--- config.mk ---
export PLATFORM = sky130hd
export DESIGN_NAME = apb_timer_irq_ctrl
export DESIGN_NICKNAME = d
export VERILOG_FILES = /design/src/rtl/timer_irq_pkg.sv /design/src/rtl/irq_src_slice.sv /design/src/rtl/apb_timer_irq_ctrl.sv
export SDC_FILE = /design/constraint.sdc
export NUM_CORES = 1
export LEC_CHECK = 0
export BUFFER_PORTS_ARGS = -buffer_cell sky130_fd_sc_hd__clkbuf_2
export CORE_UTILIZATION = 40
export CTS_CLUSTER_SIZE = 30
export DETAILED_ROUTE_END_ITERATION = 8
export PLACE_DENSITY_LB_ADDON = 0.05
export SKIP_CTS_REPAIR_TIMING = 1
export SLEW_MARGIN = 20
export SYNTH_ARGS = -nofsm -noshare
export SYNTH_HDL_FRONTEND = slang
export SYNTH_SLANG_ARGS = --single-unit
--- constraint.sdc ---
create_clock -name HCLK -period 2.2 [get_ports HCLK]
set_input_delay 0.44 -clock HCLK [delete_from_list [all_inputs] [get_ports HCLK]]
set_output_delay 0.44 -clock HCLK [all_outputs]
set_load 0.005 [all_outputs]
--- src/rtl/timer_irq_pkg.sv ---
// Shared constants, arbiter state and priority helper
// for the timer interrupt controller.
package timer_irq_pkg;

    localparam logic [5:0] MASK_OFF = 6'h00;
    localparam logic [5:0] PEND_OFF = 6'h04;
    localparam logic [5:0] SET_OFF  = 6'h08;
    localparam logic [5:0] CLR_OFF  = 6'h0C;
    localparam logic [5:0] STAT_OFF = 6'h10;
    localparam logic [5:0] OVR_BASE = 6'h20;

    localparam int OVR_W = 8;
    localparam int ID_W  = 3;

    typedef enum logic {
        IDLE,
        REQ
    } arb_state_e;

    // Lowest set bit wins
    function automatic logic [ID_W-1:0] lowest_idx(input logic [7:0] v);
        lowest_idx = '0;
        for (int i = 7; i >= 0; i--) begin
            if (v[i]) lowest_idx = ID_W'(i);
        end
    endfunction

endpackage

--- src/rtl/irq_src_slice.sv ---
// One interrupt source: edge detect, pending bit and
// saturating overrun counter.
module irq_src_slice
    import timer_irq_pkg::*;
(
    input  logic             HCLK,
    input  logic             HRESET,
    input  logic             src,
    input  logic             set,
    input  logic             clr,
    input  logic             ack_clr,
    input  logic             ovr_clr,
    output logic             pending,
    output logic [OVR_W-1:0] cnt
);

    logic src_q;
    logic rise;
    logic drop;
    logic ovr;

    assign rise = src & ~src_q;
    assign drop = clr | ack_clr;
    assign ovr  = rise & pending & ~drop;

    // A fresh edge overrides any clear so the event is kept
    always_ff @(posedge HCLK) begin
        if (HRESET) begin
            src_q   <= 1'b0;
            pending <= 1'b0;
            cnt     <= '0;
        end else begin
            src_q   <= src;
            pending <= rise | ((pending | set) & ~drop);
            if (ovr_clr) begin
                cnt <= '0;
            end else if (ovr && cnt != '1) begin
                cnt <= cnt + OVR_W'(1);
            end
        end
    end

endmodule

--- src/rtl/apb_timer_irq_ctrl.sv ---
// APB-programmed interrupt controller behind the timer:
// register decode, mask, priority pick and req/ack arbiter.
module apb_timer_irq_ctrl
    import timer_irq_pkg::*;
#(
    parameter int APB_ADDR_WIDTH = 12,
    parameter int NB_SRC         = 4
) (
    input  logic                      HCLK,
    input  logic                      HRESET,
    input  logic [APB_ADDR_WIDTH-1:0] PADDR,
    input  logic [31:0]               PWDATA,
    input  logic                      PWRITE,
    input  logic                      PSEL,
    input  logic                      PENABLE,
    output logic [31:0]               PRDATA,
    output logic                      PREADY,
    output logic                      PSLVERR,
    input  logic [NB_SRC-1:0]         src_i,
    output logic                      irq_req_o,
    output logic [ID_W-1:0]           irq_id_o,
    input  logic                      irq_ack_i,
    output logic                      irq_o
);

    logic              acc;
    logic              wr;
    logic [5:0]        off;
    logic              hit;
    logic [31:0]       rdata;
    logic [NB_SRC-1:0] mask_q;
    logic [NB_SRC-1:0] pending;
    logic [NB_SRC-1:0] set_v;
    logic [NB_SRC-1:0] clr_v;
    logic [NB_SRC-1:0] ovr_sel;
    logic [NB_SRC-1:0] ovr_clr;
    logic [NB_SRC-1:0] ack_clr;
    logic [NB_SRC-1:0] act;
    logic [7:0]        act8;
    logic [OVR_W-1:0]  cnt [NB_SRC];
    logic              ack_fire;
    arb_state_e        state_q;
    arb_state_e        state_d;
    logic [ID_W-1:0]   id_q;
    logic [ID_W-1:0]   id_d;
    logic              unused_bits;

    assign unused_bits = ^{PADDR[APB_ADDR_WIDTH-1:6], PWDATA[31:NB_SRC]};

    assign off    = PADDR[5:0];
    assign acc    = PSEL & PENABLE;
    assign wr     = acc & PWRITE;
    assign PREADY = acc;

    assign set_v   = (wr && off == SET_OFF) ? PWDATA[NB_SRC-1:0] : '0;
    assign clr_v   = (wr && off == CLR_OFF) ? PWDATA[NB_SRC-1:0] : '0;
    assign ovr_clr = wr ? ovr_sel : '0;

    assign act      = pending & mask_q;
    assign ack_fire = (state_q == REQ) & irq_ack_i;

    always_comb begin
        act8 = '0;
        act8[NB_SRC-1:0] = act;
    end

    for (genvar i = 0; i < NB_SRC; i++) begin : g_src
        assign ovr_sel[i] = (off == OVR_BASE + 6'(4 * i));
        assign ack_clr[i] = ack_fire & (id_q == ID_W'(i));

        irq_src_slice u_slice (
            .HCLK    (HCLK),
            .HRESET  (HRESET),
            .src     (src_i[i]),
            .set     (set_v[i]),
            .clr     (clr_v[i]),
            .ack_clr (ack_clr[i]),
            .ovr_clr (ovr_clr[i]),
            .pending (pending[i]),
            .cnt     (cnt[i])
        );
    end

    always_ff @(posedge HCLK) begin
        if (HRESET) begin
            mask_q <= '0;
        end else if (wr && off == MASK_OFF) begin
            mask_q <= PWDATA[NB_SRC-1:0];
        end
    end

    always_comb begin
        rdata = '0;
        hit   = 1'b1;
        case (off)
            MASK_OFF: rdata[NB_SRC-1:0] = mask_q;
            PEND_OFF: rdata[NB_SRC-1:0] = pending;
            SET_OFF, CLR_OFF: rdata = '0;
            STAT_OFF: begin
                rdata[31]         = irq_req_o;
                rdata[ID_W-1:0]   = id_q;
            end
            default: begin
                hit = |ovr_sel;
                for (int i = 0; i < NB_SRC; i++) begin
                    if (ovr_sel[i]) rdata[OVR_W-1:0] = cnt[i];
                end
            end
        endcase
    end

    assign PRDATA  = (acc && !PWRITE && hit) ? rdata : '0;
    assign PSLVERR = acc & ~hit;

    always_ff @(posedge HCLK) begin
        if (HRESET) begin
            state_q <= IDLE;
            id_q    <= '0;
        end else begin
            state_q <= state_d;
            id_q    <= id_d;
        end
    end

    // id is frozen for the whole REQ phase; ack beats withdrawal
    always_comb begin
        state_d = state_q;
        id_d    = id_q;
        unique case (state_q)
            IDLE: begin
                if (|act) begin
                    state_d = REQ;
                    id_d    = lowest_idx(act8);
                end
            end
            REQ: begin
                if (irq_ack_i || !act8[id_q]) state_d = IDLE;
            end
        endcase
    end

    assign irq_req_o = (state_q == REQ);
    assign irq_id_o  = id_q;
    assign irq_o     = |act;

endmodule
==> impl_metrics.ini <==
[global_route]
first_global_vias = 2599
grt_pass1_wl_um = 12600
grt_usage = 0.211
antenna_found_initial = 0
grt_max_degree = 20
overflow = 0

[synthesis]
syn_avg_cell_area_sq_um = 8.04
synth-edff-count = 0
yosysSeqAreaShare = 0.321
synth_xor_area_frac = 0.0507
synth_fa_ha_area_frac = 0.0171
synth_top_area_share = 0.321
yosysWarnings = 0
netlist_instances = 365
ys_types = 54
yosysMostFrequentCell = dfxtp_1
synth-main-ff-cell = dfxtp_1
synth_compound_area_frac = 0.158
synth_top_family_by_area = simple AND/OR/NAND/NOR gates
synthMuxAreaShare = 0.0567
ys_ff_latch = 47
yosys.area.top_type = dfxtp_1
syn_area_sq_um = 2930
async_reset_ff_frac = 0
ys_top_cells_by_count = dfxtp_1 (47), nor2_1 (44), nand2_1 (31)
yosys-top-cells-area = dfxtp_1 (32%), buf_4 (6.1%), nor2_1 (5.6%), mux2i_1 (4.8%), xor2_1 (4.5%)
yosys.area_share.simple = 0.306

[run_status]
status = complete, but fails checks
violations = setup timing

[worst_setup_path]
r2r_cells = 5
max_stage_delay_ps = 340
end_kind = output port
r2r-end = g_src[0].u_slice.cnt[7]$_SDFFE_PP0P_
path_common_cell = clkbuf_2
startpoint_type = input pin
cp_max_fo = 4
r2r_setup_slack_ps = 220
cp_data_required_time_ps = 1760
critical_path.cell_chain = clkbuf_2 > and4bb_2 > and2_1 > buf_4 > a221oi_2 > a211oi_1 > clkbuf_2
crit_type = in2out
crit_slowest_cell = a221oi_2
path_buf_inv = 3
r2r_start = irq_id_o[0]$_SDFFE_PP0P_
crit_family = simple AND/OR/NAND/NOR gates
crit_start = PADDR[0]
cp.arrival_ps = 1770

[power_and_ir_drop]
power.density_nw_per_um2 = 498
leakage_nw = 1.43
peakVddDrop_v = 0.000217
design_power_total_mw = 1.72

[route]
routed_wl_um = 7640
routedWlPerCell_um = 14.7
viasPerCell = 5.26
ant_nets = 0
drc_errors = 0
drt_pass1_iterations = 6
drtIter0Drc = 113
vias = 2729

[sta]
hold_viol = 0
fin_crit_ps = 2210
max_freq_ghz = 0.453
setup-violations-final = 1
slew_viol_final = 0
skew_ps = 6.47
finalCritPeriodShare = 1.00
rsz0062_at_grt = true
setup_ws_ps = -7.34
whs_ps = 370

[cells_and_area]
drive_above_1_share = 0.203
regArea_sq_um = 941
instances_no_fill = 519
nNetsFinal = 481
syn_to_final_growth_pct = 17.7
num-fill-cells = 733
diodes = 0
multi_input_area_sq_um = 1860
final_cell_area_sq_um = 3450

[floorplan]
io_pins = 93
rows = 30
start_util = 0.423
coreArea_sq_um = 6940
die_y_um = 87.6
dieWidth_um = 87.6
die-area_sq_um = 7680

[clock_tree]
ctsRootBufferMaster = clkbuf_8
path_clk_slew_ps = 90
h-tree-depth = 2
cts_tree = yes
clk_latency_ps = 300
cts_sinks = 47
cts_made_buffers = 5
clockBufferDepth = 2

[hold_path]
hold_start = src_i[1]
whs_path_depth = 2
hold_end = g_src[1].u_slice.src_q$_SDFF_PP0_
hold_class = in2reg

[flow_run]
cap_violations = 0

[place]
hpwlAfterDp_um = 6010
port_buffers = 34
gp_congestion = 0.780
place_ws_ps = -31.8
placed_cell_area_sq_um = 3300
place_inst = 512
[report_power, final]
part / internal (mW) / switching [mW] / total [mW]
clock network: 0.334 / 0.296 / 0.630
registers: 0.868 / 0.0198 / 0.887
logic: 0.0851 / 0.119 / 0.204
[area by class of cell]
| type | instances | share of cell area |
|---|---|---|
| sequential | 47 | 0.272 |
| tap | 96 | 0.0348 |
| inverter | 13 | 0.0141 |
| clock inverter | 1 | 0.00870 |
| clock buffer | 6 | 0.0210 |
| multi-input combinational | 295 | 0.540 |
| timing repair buffer | 61 | 0.109 |
[flip-flops by register name, summed over array words and instances (netlist names)]
| register | flops |
|---|---|
| irq_id_o | 2 |
| irq_req_o | 1 |
| g_src.u_slice.cnt | 32 |
| g_src.u_slice.pending | 4 |
| g_src.u_slice.src_q | 4 |
| mask_q | 4 |
[metrics by stage]
step / util / setup TNS (ps)
floorplan: - / 0
global route: 0.497 / -39.9
finish: 0.497 / -7.34
global placement: 0.475 / -19.6
CTS: 0.490 / -31.4
detailed placement: 0.475 / -31.8
[cells in the final DEF (no fill, tap or decap), drive strengths merged, types with 14 or more instances in the layout]
cell / n
nand3: 15
nand4: 22
nor2: 44
conb: 24
a21oi: 23
xor2: 15
clkbuf: 39
nand2: 31
buf: 28
mux2i: 14
dfxtp: 47
[routing by layer]
layer | vias to the layer above | global-route usage | part of all wire
li1 | 1389 | - | -
met4 | 0 | 0.0402 | 0.0082
met2 | 52 | 0.361 | 0.47
met5 | - | 0 | 0
met3 | 5 | 0.0283 | 0.027
met1 | 1283 | 0.286 | 0.49
[kinds of logic after synthesis]
logic type	count (synthesis)
and+or+nand+nor	163
adders and majority gates	4
AOI/OAI and AO/OA	72
buffers and inverters	46
DFF	47
xor gates and xnor gates	17
other	1
muxes	15
[how the worst max path moves through the flow]
stage | to | slack [ps] | depth (start not counted)
after global routing | PRDATA[3] | -30 | 7
after detailed placement | PRDATA[3] | -30 | 7
after global placement | PRDATA[3] | -20 | 7
after floorplan | PRDATA[2] | 80 | 6
after CTS | PRDATA[3] | -30 | 7
final | PRDATA[3] | -7 | 7
(Power assumes the default switching activity.)
